File: src/rtl/instr_feeder.sv
// instr_feeder: program sequencer for the 9-bit processor. It fetches words
// from a synchronous program ROM (data valid one cycle after the address).
// It issues each instruction on DIN with a one-cycle Run strobe, follows an
// mvi with its immediate word, and waits for Done before the next fetch.
// Optional build macro SINGLE_STEP_EN adds a Step input and an ARMED state
// that gates every instruction fetch on a Step pulse.
module instr_feeder #(
    parameter int ADDR_W       = 5,
    parameter int PROG_LEN     = 32,
    parameter int DONE_TIMEOUT = 15
) (
    input  logic              Clock,
    input  logic              Reset,
    input  logic              Start,
    input  logic [8:0]        MemData,
    input  logic              Done,
`ifdef SINGLE_STEP_EN
    input  logic              Step,
`endif
    output logic [ADDR_W-1:0] MemAddr,
    output logic [8:0]        DIN,
    output logic              Run,
    output logic [ADDR_W-1:0] PC,
    output logic              Busy,
    output logic              Halted,
    output logic              Error
);

    // One extra PC bit so PC==PROG_LEN is visible even when PROG_LEN==2**ADDR_W.
    localparam int PC_W  = ADDR_W + 1;
    localparam int CNT_W = $clog2(DONE_TIMEOUT + 1);

    localparam logic [PC_W-1:0]  PC_END    = PC_W'(PROG_LEN);
    localparam logic [PC_W-1:0]  PC_LAST   = PC_W'(PROG_LEN - 1);
    localparam logic [CNT_W-1:0] CNT_LIMIT = CNT_W'(DONE_TIMEOUT);
    localparam logic [2:0]       OP_MVI    = 3'b001;
    localparam logic [2:0]       OP_HALT   = 3'b111;

    typedef enum logic [3:0] {
        S_IDLE,
        S_FETCH,
        S_LATCH,
        S_FETCH_IMM,
        S_LATCH_IMM,
        S_ISSUE,
        S_IMM_OUT,
        S_WAIT_DONE,
        S_HALT,
        S_ARMED
    } state_t;

    // State entered whenever a new instruction is to be fetched.
`ifdef SINGLE_STEP_EN
    localparam state_t S_LOOP = S_ARMED;
`else
    localparam state_t S_LOOP = S_FETCH;
`endif

    state_t            state_q, state_d, after_done;
    logic [PC_W-1:0]   pc_q, pc_step;
    logic [8:0]        instr_q, imm_q, din_q;
    logic [ADDR_W-1:0] addr_q;
    logic [CNT_W-1:0]  cnt_q, cnt_inc;
    logic              err_q, launch, err_set, instr_is_mvi;

    assign instr_is_mvi = (instr_q[8:6] == OP_MVI);
    assign pc_step      = instr_is_mvi ? PC_W'(2) : PC_W'(1);
    assign cnt_inc      = cnt_q + CNT_W'(1);
    assign after_done   = (pc_q >= PC_END) ? S_HALT : S_LOOP;

    // State register with synchronous reset.
    always_ff @(posedge Clock) begin
        // NOTE: flops use non-blocking (<=) so every register samples pre-edge values.
        if (Reset) state_q <= S_IDLE;
        else       state_q <= state_d;
    end

    // Next-state decision plus one-cycle launch/error-set requests for the datapath.
    always_comb begin
        // NOTE: every output of this block gets a default first, so no path infers a latch.
        state_d = state_q;
        launch  = 1'b0;
        err_set = 1'b0;
        case (state_q)
            S_IDLE, S_HALT: begin
                if (Start) begin
                    launch  = 1'b1;
                    state_d = S_LOOP;
                end
            end
`ifdef SINGLE_STEP_EN
            S_ARMED:     if (Step) state_d = S_FETCH;
`endif
            S_FETCH:     state_d = S_LATCH;
            S_LATCH: begin
                if (MemData[8:6] == OP_HALT) begin
                    state_d = S_HALT;
                end else if (MemData[8:6] == OP_MVI) begin
                    // An mvi in the last word has no immediate: refuse to issue it.
                    if (pc_q == PC_LAST) begin
                        err_set = 1'b1;
                        state_d = S_HALT;
                    end else begin
                        state_d = S_FETCH_IMM;
                    end
                end else begin
                    state_d = S_ISSUE;
                end
            end
            S_FETCH_IMM: state_d = S_LATCH_IMM;
            S_LATCH_IMM: state_d = S_ISSUE;
            S_ISSUE:     state_d = instr_is_mvi ? S_IMM_OUT : S_WAIT_DONE;
            S_IMM_OUT:   state_d = Done ? after_done : S_WAIT_DONE;
            S_WAIT_DONE: begin
                if (Done) begin
                    state_d = after_done;
                end else if (cnt_inc == CNT_LIMIT) begin
                    err_set = 1'b1;
                    state_d = S_HALT;
                end
            end
            default:     state_d = S_IDLE;
        endcase
    end

    // Outputs: ROM address and DIN hold their last value outside the states that drive them.
    always_comb begin
        MemAddr = addr_q;
        DIN     = din_q;
        case (state_q)
            S_FETCH:     MemAddr = pc_q[ADDR_W-1:0];
            S_FETCH_IMM: MemAddr = pc_q[ADDR_W-1:0] + ADDR_W'(1);
            S_ISSUE:     DIN     = instr_q;
            S_IMM_OUT:   DIN     = imm_q;
            default:     ;
        endcase
        Run    = (state_q == S_ISSUE);
        Busy   = (state_q != S_IDLE) && (state_q != S_HALT);
        Halted = (state_q == S_HALT);
        Error  = err_q;
        PC     = pc_q[ADDR_W-1:0];
    end

    // Datapath: program counter, fetched words, held outputs, Done timeout counter, sticky error.
    always_ff @(posedge Clock) begin
        if (Reset) begin
            pc_q    <= '0;
            instr_q <= '0;
            imm_q   <= '0;
            din_q   <= '0;
            addr_q  <= '0;
            cnt_q   <= '0;
            err_q   <= 1'b0;
        end else begin
            addr_q <= MemAddr;
            din_q  <= DIN;
            if (launch) begin
                pc_q  <= '0;
                err_q <= 1'b0;
            end
            if (err_set) err_q <= 1'b1;
            case (state_q)
                S_LATCH:     instr_q <= MemData;
                S_LATCH_IMM: imm_q   <= MemData;
                S_ISSUE: begin
                    pc_q  <= pc_q + pc_step;
                    cnt_q <= '0;
                end
                S_WAIT_DONE: if (!Done) cnt_q <= cnt_inc;
                default:     ;
            endcase
        end
    end

endmodule

File: config.mk
export PLATFORM = sky130hd
export DESIGN_NAME = instr_feeder
export DESIGN_NICKNAME = d
export VERILOG_FILES = /design/src/rtl/instr_feeder.sv
export SDC_FILE = /design/constraint.sdc
export NUM_CORES = 1
export LEC_CHECK = 0
export ABC_AREA = 1
export ABC_CLOCK_PERIOD_IN_PS = 3800
export CAP_MARGIN = 20
export CELL_PAD_IN_SITES_DETAIL_PLACEMENT = 0
export CELL_PAD_IN_SITES_GLOBAL_PLACEMENT = 1
export CORE_ASPECT_RATIO = 0.7
export CORE_MARGIN = 4
export CORE_UTILIZATION = 25
export DETAILED_ROUTE_END_ITERATION = 16
export GPL_TIMING_DRIVEN = 0
export PLACE_DENSITY = 0.54
export RECOVER_POWER = 50
export SLEW_MARGIN = 5
export SYNTH_ARGS = -nofsm -noshare
export SYNTH_HDL_FRONTEND = slang
export SYNTH_SLANG_ARGS = --single-unit
File: constraint.sdc
create_clock -name Clock -period 3.8 [get_ports Clock]
set_input_delay 0.57 -clock Clock [delete_from_list [all_inputs] [get_ports Clock]]
set_output_delay 0.57 -clock Clock [all_outputs]
set_load 0.01 [all_outputs]
# Word-level counts from Yosys, hierarchy flattened
# Cells that the tools add are included.
# W data, S select, Z words.
dict set report totals {
  word_cells 65
  ff_bits 47
  inputBits 13
}
dict set report op_classes {
  eq_ne 17
  n_reduce_logical 9
  add_sub_neg 3
  magnitude_cmp 1
  muxes 27
}
# cell n
set op_table {}
lappend op_table {{$mux W4} 9}
lappend op_table {{$pmux W4 S8} 1}
lappend op_table {{$pmux W9 S2} 1}
lappend op_table {{$eq A4 B3 Y1 const B} 4}
lappend op_table {{$mux W6} 2}
lappend op_table {{$mux W1} 10}
lappend op_table {{$pmux W5 S2} 1}
lappend op_table {{$eq A4 B2 Y1 const B} 2}
lappend op_table {{$eq A4 B4 Y1 const B} 2}
lappend op_table {{$pmux W4 S2} 1}
lappend op_table {{$add A6 B2 Y6} 1}
lappend op_table {{$eq A3 B1 Y1 const B} 2}
lappend op_table {{$eq A6 B5 Y1 const B} 1}
lappend op_table {{$ge A6 B6 Y1 const B} 1}
lappend op_table {{$reduce_bool A2 Y1} 3}
lappend op_table {{$add A5 B1 Y5 const B} 1}
lappend op_table {{$add A4 B1 Y4 const B} 1}
lappend op_table {{$eq A4 B1 Y1 const B} 1}
lappend op_table {{$logic_not A4 Y1} 1}
lappend op_table {{$ne A2 B2 Y1 const B} 2}
lappend op_table {{$ne A4 B4 Y1 const B} 1}
lappend op_table {{$reduce_and A2 Y1} 2}
lappend op_table {{$reduce_bool A4 Y1} 1}
lappend op_table {{$eq A3 B3 Y1 const B} 1}
lappend op_table {{5 further kinds} 5}

# Longest topological paths before layout
dict set report depth {
  ltp_word 6
  depth_mapped 12
  depth_no_buf 12
}

# Least setup slack after synthesis
# No wires, ideal clock.
dict set report synth_timing {
  path_type {reg2out}
  startpoint {register state_q[1]}
  endpoint {output DIN[0]}
  required_ns 3.230
  path_stages_with_launch 8
  arrival_ns 1.078
  setup_slack_ns 2.152
  path_buffers 0
  cell_sequence {dfxtp_1 > inv_1 > nor2_2 > nand2_2 > inv_2 > nor2_4 > nand2_1 > nand3_1}
}
dict set report synth_via {
  elab_chain_len 2
}
# item line_no
set synth_rtl {}
lappend synth_rtl {{start: declaration} 59} ;# state_t state_q, state_d, after_done;
lappend synth_rtl {{start signal: assignment} 75} ;# else state_q <= state_d;
lappend synth_rtl {{$eq A4 B3 Y1} 130} ;# case (state_q)
lappend synth_rtl {{$pmux W9 S2 *} 130}
lappend synth_rtl {{end: declaration} 21} ;# output logic [8:0] DIN,
# Mark *: on every way between the ends. The rest lies on a longest branch, timed or not.

# Worst setup path after layout
dict set report layout_timing {
  startpoint {register state_q[1]}
  endpoint {output DIN[4]}
}
# The elaborated chain is that of the path after synthesis.

==> results.cfg <==
[cells_and_area]
fin_area_mm2 = 0.00310
diodes = 0
final_cell_count_no_fill = 511
nets = 406
fin_util_pct = 33.5
syn_to_final_growth_pct = 27.5
drive_above_1_share_pct = 9.04

[sta]
max_freq_ghz = 0.342
tightest_slew_ns = 0.639
hold_ws_ns = 0.481
fin_crit_sh_pct = 76.9
setup_viol = 0
clock_skew_ns = 0.00343
relSlewSlack_pct = 57.4
slew_violations = 0
rsz0062_at_grt = no
fin_ws_ns = 0.880
min_period_ns = 2.92
hold_viol_final = 0
finalSetupTns_ns = 0

[synthesis]
synth_cell_type_count = 35
yosysTopAreaCell = dfxtp_1
avgSynthCellArea_um2 = 7.04
synth_area_leaders = dfxtp_1 39%, nand2_1 12%, nor2_1 8.0%
yosysWarnings = 0
synth.top_cell.area_share_pct = 38.7
synth_common_cells = 77 x nand2_1, 52 x nor2_1, 47 x dfxtp_1
synth_edf_count = 0
async_flop_share_pct = 0
synth_cells = 345
synthFlopType = dfxtp_1
ys_ff_latch = 47
yosysMostFrequentCell = nand2_1
synth.yosys.seq_area_share_pct = 38.7
syn_nets = 365
syn_area_mm2 = 0.00243

[power_and_ir_drop]
p_int_mw = 1.11
total_power_mw = 1.64
swShare_pct = 32.7
p_leak_nw = 1.26
power_density_mw_per_mm2 = 530
seqPwrFrac_pct = 37.4
ir_drop_mv = 0.169
combPwrFrac_pct = 27.4
clock_power_share_pct = 35.2
switching_power_mw = 0.536

[route]
avgRoutedWirePerCell_um = 13.4
drt_first_pass_iters = 4
drtIter0Drc = 141
postRouteAntennaNets = 0
drc_errors = 0
route.vias.total = 2233
wl_um = 6830
routed_via_density = 4.37

[clock_tree]
insertion_delay_ns = 0.29
clkTransAtPathRegs_ns = 0.07
clock-sinks = 47
cts_hold_buf = 0
clockRootBuffer = clkbuf_16
cts_setup_buffers = 0
cts_made_buffers = 5
cts_tree = yes
h-tree-depth = 2
clock_path_buffers = 2
cts_resized = 0

[global_routing]
grtUsageMet2_pct = 18.5
use_met1_pct = 18.8
antenna_found_initial = 0
met3_usage_pct = 3.31
grt_usage_pct = 12.8
grt_pass1_wl_um = 11600
grt_max_degree = 15
grt.busiest_layer = met1
gr-total-overflow = 0
first_global_vias = 2270

[flow_run]
cap_viol_max_count = 0

[placement]
place_area_mm2 = 0.00293
portBuffers = 34
place_inst = 503
hpwlAfterDp_um = 5130
gp_congestion = 0.768
pre_cts_ws_ns = 1.35

[setup_path]
cpPeakStageDelay_ns = 0.49
path_cells = inv_1, nor2_1, nand2_2, inv_1, nor2_4, nand2_1, nand3_1, clkdlybuf4s50_1
slowest_stage = clkdlybuf4s50_1
crit_path_start_kind = flip-flop
worstPathRequired_ns = 3.23
cp_max_fo = 10
path_class = flip-flop to output pin
endpoint_kind = output pin
path_common_cell = inv_1
arrival_ns = 2.35

[die]
die_h_um = 90.5
fp.dieW_um = 126
pin_count = 36
core_mm2 = 0.00925
die_area_mm2 = 0.0114
initial_core_util_pct = 26.3
rows = 29

[min_path]
hold_path.class = flip-flop to flip-flop

[status]
run_status = complete, no violations
area by class of cell:
cell class                      count  area [um2]
Buffer                             14        87.6
Sequential cell                    47         941
Fill cell                        1035        6150
Multi-Input combinational cell    241        1220
Timing Repair Buffer               34         340
Inverter                           43         169
Tap cell                          124         155
Clock buffer                        6         129
Clock inverter                      2        60.1
kinds of logic (layout without fill, tap and decap cells):
kind of cell,after synthesis,count (layout),synth area share [%]
AND/OR/NAND/NOR,171,171,31.5
AO/OA/AOI/OAI,62,62,14.8
buffers and inverters,57,99,10.7
flip-flops,47,47,38.7
adder cells (fa/ha/maj),7,7,3.91
XOR/XNOR,1,1,0.361
critical path, delay by kind of cell (launching register included):
family        cells  cell delay, ns
buf+inv           3            0.96
flops             1            0.40
simple gates      5            0.69
power groups by stage:
| stage | clock network, mW | registers, mW | logic (mW) |
|---|---|---|---|
| after floorplan | 0 | 0.614 | 0.307 |
| after global placement | 0 | 0.627 | 0.460 |
| after detailed placement | 0 | 0.625 | 0.458 |
| after CTS | 0.597 | 0.615 | 0.461 |
| after global routing | 0.613 | 0.622 | 0.521 |
| final | 0.578 | 0.614 | 0.450 |
worst paths after layout:
kind | endpoint | from | slack (ns) | cells past startpoint
max | DIN[4] | state_q[1] | 0.88 | 8
min | din_q[3] | din_q[3] | 0.48 | 2
max reg2reg | pc_q[5] | instr_q[6] | 2.07 | 12
min reg2reg | din_q[3] | din_q[3] | 0.48 | 2
sequential cells by signal (all words and copies together), names as in the netlist:
register / flops
din_q: 9
imm_q: 9
instr_q: 9
pc_q: 6
addr_q: 5
cnt_q: 4
state_q: 4
Error: 1
metal layers:
metal  share of wire (%)  wire length, um  vias up
met5                   0                0        -
met4                 1.1               72        0
met3                 5.3              365        8
met2                  41             2790       41
met1                  53             3610      999
li1                    -                -     1185
cells in the final DEF (no fill, tap or decap), types with 6 or more instances in the layout:
cell / instances
a31oi_1: 12
clkdlybuf4s50_1: 33
clkbuf_1: 7
nand3_1: 18
o21ai_0: 24
inv_1: 39
nor2_1: 54
a21oi_1: 17
ha_1: 6
dfxtp_1: 47
nand2_1: 78
(Power assumes the default switching activity.)
